**src/rtl/sar_pkg.sv**
```systemverilog
// Shared types for the SAR result-capture stage: default resolution,
// capture FSM states and the captured result record.
package sar_pkg;

  localparam int DEF_NBITS = 10;
  localparam int DEF_CNTW  = 16;
  localparam int DEF_NW    = $clog2(DEF_NBITS + 1);

  typedef enum logic [1:0] {
    IDLE  = 2'd0,
    PRIME = 2'd1,
    RUN   = 2'd2
  } sar_state_t;

  typedef struct packed {
    logic [DEF_NBITS-1:0] code;
    logic [DEF_NW-1:0]    ndone;
    logic                 incomplete;
    logic                 bubble;
  } sar_result_t;

endpackage

```
**src/rtl/therm_decode.sv**
```systemverilog
// Thermometer progress decoder: count of completed trials (lowest zero bit)
// and a flag for any set bit above that zero.
module therm_decode #(
  parameter int NBITS = 10
) (
  input  logic [NBITS-1:0]             clc,
  output logic [$clog2(NBITS+1)-1:0]   ndone,
  output logic                         bubble
);

  localparam int NW = $clog2(NBITS + 1);

  logic found;

  always_comb begin
    ndone  = NW'(NBITS);
    bubble = 1'b0;
    found  = 1'b0;
    for (int k = 0; k < NBITS; k++) begin
      if (!found && !clc[k]) begin
        ndone = NW'(k);
        found = 1'b1;
      end else if (found && clc[k]) begin
        bubble = 1'b1;
      end
    end
  end

endmodule

```
**src/rtl/sar_result.sv**
```systemverilog
// SAR result capture: two-flop synchronizer, thermometer decode, prime/run FSM
// and valid/ready output register. Optional error counter: SAR_RESULT_ERRCNT_EN.
module sar_result
  import sar_pkg::*;
#(
  parameter int NBITS = DEF_NBITS
`ifdef SAR_RESULT_ERRCNT_EN
  , parameter int CNTW = DEF_CNTW
`endif
) (
  input  logic                       clock,
  input  logic                       resn,
  input  logic                       en,
  input  logic [NBITS-1:0]           clc,
  input  logic [NBITS-1:0]           dec,
  output logic [NBITS-1:0]           code,
  output logic                       code_valid,
  input  logic                       code_ready,
  output logic [$clog2(NBITS+1)-1:0] ndone,
  output logic                       incomplete,
  output logic                       bubble,
  output logic                       overflow
`ifdef SAR_RESULT_ERRCNT_EN
  , input  logic                     err_clr,
  output logic [CNTW-1:0]            err_cnt
`endif
);

  localparam int NW = $clog2(NBITS + 1);

  typedef struct packed {
    logic [NBITS-1:0] code;
    logic [NW-1:0]    ndone;
    logic             incomplete;
    logic             bubble;
  } result_t;

  logic [NBITS-1:0] s1_clc, s1_dec, s2_clc, s2_dec;
  logic [NW-1:0]    d_ndone;
  logic             d_bubble;
  logic [NBITS-1:0] d_code;
  result_t          d_res, res;
  sar_state_t       state;
  logic             prime_cnt;
  logic             load_slot, load;

  // Stage s1/s2: synchronizer, free-running regardless of en
  always_ff @(posedge clock or negedge resn) begin
    if (!resn) begin
      s1_clc <= '0;
      s1_dec <= '0;
      s2_clc <= '0;
      s2_dec <= '0;
    end else begin
      s1_clc <= clc;
      s1_dec <= dec;
      s2_clc <= s1_clc;
      s2_dec <= s1_dec;
    end
  end

  therm_decode #(.NBITS(NBITS)) u_decode (
    .clc    (s2_clc),
    .ndone  (d_ndone),
    .bubble (d_bubble)
  );

  // Decisions arrive MSB-first; unresolved trials read as 0
  always_comb begin
    d_code = '0;
    for (int k = 0; k < NBITS; k++) begin
      if (k < int'(d_ndone)) d_code[NBITS-1-k] = s2_dec[k];
    end
  end

  assign d_res = '{code:       d_code,
                   ndone:      d_ndone,
                   incomplete: (int'(d_ndone) < NBITS),
                   bubble:     d_bubble};

  // PRIME holds two edges so pre-enable synchronizer contents never load
  always_ff @(posedge clock or negedge resn) begin
    if (!resn) begin
      state     <= IDLE;
      prime_cnt <= 1'b0;
    end else if (!en) begin
      state <= IDLE;
    end else begin
      case (state)
        IDLE: begin
          state     <= PRIME;
          prime_cnt <= 1'b0;
        end
        PRIME: begin
          if (prime_cnt) state <= RUN;
          else           prime_cnt <= 1'b1;
        end
        RUN:     state <= RUN;
        default: state <= IDLE;
      endcase
    end
  end

  assign load_slot = (state == RUN) && en;
  assign load      = load_slot && (!code_valid || code_ready);

  // Stage out: held result register with valid/ready handshake
  always_ff @(posedge clock or negedge resn) begin
    if (!resn) begin
      res        <= '0;
      code_valid <= 1'b0;
      overflow   <= 1'b0;
    end else begin
      overflow <= load_slot && !load;
      if (load) begin
        res        <= d_res;
        code_valid <= 1'b1;
      end else if (code_ready) begin
        code_valid <= 1'b0;
      end
    end
  end

  assign code       = res.code;
  assign ndone      = res.ndone;
  assign incomplete = res.incomplete;
  assign bubble     = res.bubble;

`ifdef SAR_RESULT_ERRCNT_EN
  function automatic logic [CNTW-1:0] sat_inc(input logic [CNTW-1:0] v);
    return (&v) ? v : v + CNTW'(1);
  endfunction

  always_ff @(posedge clock or negedge resn) begin
    if (!resn) begin
      err_cnt <= '0;
    end else if (err_clr) begin
      err_cnt <= '0;
    end else if (load && (d_res.incomplete || d_res.bubble)) begin
      err_cnt <= sat_inc(err_cnt);
    end
  end
`endif

endmodule
```
**config.mk**
```make
export PLATFORM = sky130hd
export DESIGN_NAME = sar_result
export DESIGN_NICKNAME = d
export VERILOG_FILES = /design/src/rtl/sar_pkg.sv /design/src/rtl/therm_decode.sv /design/src/rtl/sar_result.sv
export SDC_FILE = /design/constraint.sdc
export NUM_CORES = 1
export LEC_CHECK = 0
export ABC_AREA = 0
export BUFFER_PORTS_ARGS = -buffer_cell sky130_fd_sc_hd__buf_2
export CAP_MARGIN = 10
export CORE_MARGIN = 4
export CORE_UTILIZATION = 45
export DETAILED_ROUTE_END_ITERATION = 8
export PLACE_DENSITY_LB_ADDON = 0.1
export SLEW_MARGIN = 0
export SYNTH_ARGS = -nofsm -noshare
export SYNTH_HDL_FRONTEND = slang
export SYNTH_SLANG_ARGS = --single-unit
```
**constraint.sdc**
```tcl
create_clock -name clock -period 1.7 [get_ports clock]
set_clock_uncertainty 0.2 [all_clocks]
set_input_delay 0 -clock clock [delete_from_list [all_inputs] [get_ports clock]]
set_output_delay 0 -clock clock [all_outputs]
set_load 0.01 [all_outputs]
```
## After elaboration in Yosys (flattened, before gate mapping)

Index checks and enable logic that the tools add are counted.
Widths: inputs -> output; s select.

- Register bits after elaboration: 61
- Input bits: 24
- Output and inout port bits: 18

- Multiplexer cells: 53
- Reduce and logical (&&, ||, !) cells: 45
- Order comparisons: 11
- Equality and inequality tests: 3

Operator list:

| cell | count |
|---|---|
| $mux 4 | 10 |
| $mux 1 | 39 |
| $logic_and 1x1->1 | 21 |
| $logic_not 1->1 | 19 |
| $lt 3x4->1 const A | 4 |
| $lt 1x4->1 const A | 2 |
| $lt 2x4->1 const A | 2 |
| $lt 4x4->1 const A | 2 |
| $pmux 2 s3 | 1 |
| $lt 4x4->1 const B | 1 |
| $mux 2 | 2 |
| $reduce_bool 2->1 | 2 |
| $ne 3x3->1 const B | 1 |
| $eq 2x1->1 const B | 1 |
| $eq 2x2->1 const B | 1 |
| $logic_not 2->1 | 1 |
| $pmux 1 s2 | 1 |
| $reduce_and 2->1 | 1 |
| $logic_or 1x1->1 | 1 |

## Logic depth before layout (Yosys ltp)

- Depth in word-level cells: 29
- Depth in mapped cells: 7
- Gate-level depth less buffers: 6

## Hierarchy

Synthesis repeated with hierarchy kept, for this count alone.

- Cells, all modules: 151
- Area total of the unflattened synthesis: 2102.0 µm²

By module, submodules not included:

| module | seq. area each (µm²) | area an instance (µm²) | times used | cells an instance |
|---|---|---|---|---|
| sar_result | 1526.5 | 1949.4 | 1 | 125 |
| therm_decode | 0.0 | 152.6 | 1 | 26 |

## Worst setup path before layout

Ideal clock, no wire load.

- Path type: register to register
- Start: register state[0]
- End: register res (netlist bit bubble)
- Setup slack: 0.136 ns
- Library setup time: 0.144 ns
- Period minus slack after synthesis: 1.564 ns
- Arrival: 1.220 ns
- Cell stages (with the launch flop): 6
- Path buffers: 0
- Data required time: 1.356 ns
- Cell sequence: dfrtp_1 -> inv_1 -> ha_1 -> nand3_1 -> a2111oi_2 -> o221ai_1

- Longest elaborated chain between the ends: 3

RTL lines:

| item | line | RTL |
|---|---|---|
| from (decl) | sar_result.sv:43 | `sar_state_t state;` |
| from (signal assigned) | sar_result.sv:84 | `state <= IDLE;` |
| from (signal assigned) | sar_result.sv:87 | `state <= IDLE;` |
| from (signal assigned) | sar_result.sv:91 | `state <= PRIME;` |
| $eq 2x2->1 | sar_result.sv:104 | `assign load_slot = (state == RUN) && en;` |
| $logic_and 1x1->1 | sar_result.sv:104 |  |
| $logic_and 1x1->1 | sar_result.sv:105 | `assign load = load_slot && (!code_valid \|\| code_ready);` |
| to (signal assigned) | sar_result.sv:116 | `res <= d_res;` |
| to (decl) | sar_result.sv:42 | `result_t d_res, res;` |

Every way passes these cells.
A chain may end at the register's enable or synchronous reset.

## Final worst setup path

Same ends and word-level chain as after synthesis.

==> metrics <==
TritonCTS clock tree yes; IO buf count 41; Gate Count Post-Synth around 150; maxcap violations 0; Worst VDD drop 0.0008204 V; syn avg cell area around 14 um2; RSZ-0062 raised after global routing yes; final core utilization between 60% and 70%; relative slew slack 79.19%; initial antenna violation count 0; slowest stage delay, CP roughly 0.40 ns; Syn-to-layout area delta 40.80%; remaining global-route overflow 0; post-synthesis register bit count a little over 60; Filler cells 322; setup tns final 0 ns; Critical Path AT 1.68 ns; total CTS buffers 9; number of global-route vias before repair 1390; LEAKAGE between 1 and 1.5 nW; CP Capture Type flop; outcome finished, final reports clean; WL/cell 12.84 um; FP Rows 24; fin crit share between 90% and 100%; WS Path Type flop to flop; GRT Total Usage between 10% and 20%; CTS sink cnt 61; count of warnings emitted by yosys 0; fin area 0.002854 mm2; initial core utilization around 47%; asr flop ratio synth 100.0%; top cell type by total area after synthesis dfrtp_1; Net count, final between 200 and 300; core area 0.004354 mm2; Final Max Slew Viols 0; crit path cell chain inv_1 > ha_1 > nand3_2 > a2111oi_2 > o221ai_1; top post-synthesis cells by area dfrtp_1 75%, nand2_1 3.5%, ha_1 2.5%; Fmax 592.0 MHz; fraction of layout cells with a size suffix above 1 31.47%; io pins 42; top_reg_cell synth dfrtp_1; area of placed instances 0.002362 mm2; Reg clk slew, reported paths 0.07 ns; initial DRC count 39; Vias 1335; worst hold path type primary input to flop; commonest cells in the netlist 61 x dfrtp_1, 19 x nand2_1, 8 x nor2_1, 7 x nand3_1, 6 x inv_1; drt drc 0; Slew @ Worst Pin about 0.31 ns; Final Non-Filler Cells 284; post-layout min period 1.689 ns; htree depth 3; DR vias/cell between 4 and 5; height of the die between 70 and 80 um; Slowest-stage cell, CP dfrtp_1; wirelength, routed 3.646 mm; Post-synth EDFFs 0; root buffer cell clkbuf_8; Pre-antenna DRT Iters 4; Synth cell types 27; CP Launch Type flop; RePlAce Congestion around 0.77; critical path required time 1.69 ns; die width 75.12 um; worst-path maximum fanout 3; antenna viol nets, final 0; first-pass GRT wire length 6.134 mm; top-count cell post-synth dfrtp_1; largest net degree at the start of global routing slightly above 60; Mapped Nets between 150 and 200; cell count after placement 244; Post-DP HPWL 2.324 mm; maximum clock path buffer count 2; pwr/cell area 1320 mW/mm2; die area around 0.0056 mm2; Inserted Diodes 0; Hold Fails Final Rpt 0; Final setup viols 0; Mapped Area 0.002027 mm2; post-synthesis sequential area ratio ~75%; Clk Latency, worst-skew pair 0.34 ns; Yosys top cell area share 75.31%
[layer usage]
metal  vias up  global-route usage (%)  wire length [um]
li1        667                       -                 -
met1       621                   17.37              1496
met2        39                   23.98              1819
met3         8                   8.945               281
met4         0                   5.336                48
met5         -                       0                 0
[cell families after synthesis]
| group | count (synthesis) | synth area share [%] |
|---|---|---|
| compound gates | 23 | 8.394 |
| fa+ha+maj | 4 | 2.469 |
| buf+inv | 9 | 1.852 |
| flops | 61 | 75.31 |
| mux | 3 | 1.543 |
| simple gates | 45 | 10.43 |
[sequential cells by signal (all words and copies together), names as in the netlist, 2 cells and up]
register	flops
s2_clc	10
code	10
s1_dec	10
ndone	4
state	2
s2_dec	10
s1_clc	10
[layout by cell type (no fill, tap or decap), drive strengths merged, types with 2 or more instances in the layout]
master and instances:
o21ai 6, bufinv 2, a22o 4, a21oi 3
buf 50, nand3 7, dlygate4sd3 24, mux2i 2
nor2b 3, nor2 8, o22ai 2, dfrtp 61
inv 7, clkbuf 11, nand2b 3, nand4 4
nand2 19, a2111oi 2, ha 4
[cell type report]
| type | count | area [um2] | share of cell area (%) |
|---|---|---|---|
| sequential | 61 | 1526 | 53.49 |
| multi-input combinational | 75 | 478.0 | 16.75 |
| clock buffer | 11 | 151.4 | 5.305 |
| timing repair buffer | 74 | 529.3 | 18.54 |
| tap | 52 | 65.06 | 2.280 |
| inverter | 6 | 22.52 | 0.7891 |
| clock inverter | 5 | 81.33 | 2.850 |
[critical path, delay by kind of cell (launching register included)]
family | cells | cell delay, ns
AND/OR/NAND/NOR | 1 | 0.12
buffers and inverters | 1 | 0.08
AO/OA/AOI/OAI | 2 | 0.56
adder cells (fa/ha/maj) | 1 | 0.18
flip-flops | 1 | 0.40
[worst paths after layout]
path                                      start                   end  slack (ns)  depth (start not counted)
min reg2reg                 s1_clc[2]$_DFF_PN0_   s2_clc[2]$_DFF_PN0_        0.15                          0
min                                      dec[2]   s1_dec[2]$_DFF_PN0_         0.1                          2
max in group asynchronous                  resn   s2_clc[3]$_DFF_PN0_        0.47                          4
max reg2reg                state[0]$_DFFE_PN0P_    bubble$_DFFE_PN0P_        0.01                          5
min in group asynchronous                  resn  state[0]$_DFFE_PN0P_        0.57                          4
max                        state[0]$_DFFE_PN0P_    bubble$_DFFE_PN0P_        0.01                          5
[what timing repair did]
action	in CTS	in global routing
hold endpoints to repair	88	0
setup endpoints to repair	2	6
gates resized for setup	2	3
hold buffers	24	0
buffers inserted	0	0
[report_power, final]
part	total, mW	switching (mW)	internal (mW)
combinational	0.604	0.311	0.293
sequential	1.71	0.0920	1.62
clock	1.46	0.549	0.907
[per-stage QoR]
stage	power, mW	setup WS, ns	hold WS, ns
after global placement	2.259	0.05732	-0.1756
after global routing	3.965	-0.05742	0.08628
after CTS	3.821	0.02803	0.07603
after floorplan	2.026	0.1363	-0.4956
after detailed placement	2.295	-0.01015	-0.1713
final	3.768	0.01081	0.09679
Note: power is estimated with default switching activity, not from simulation.
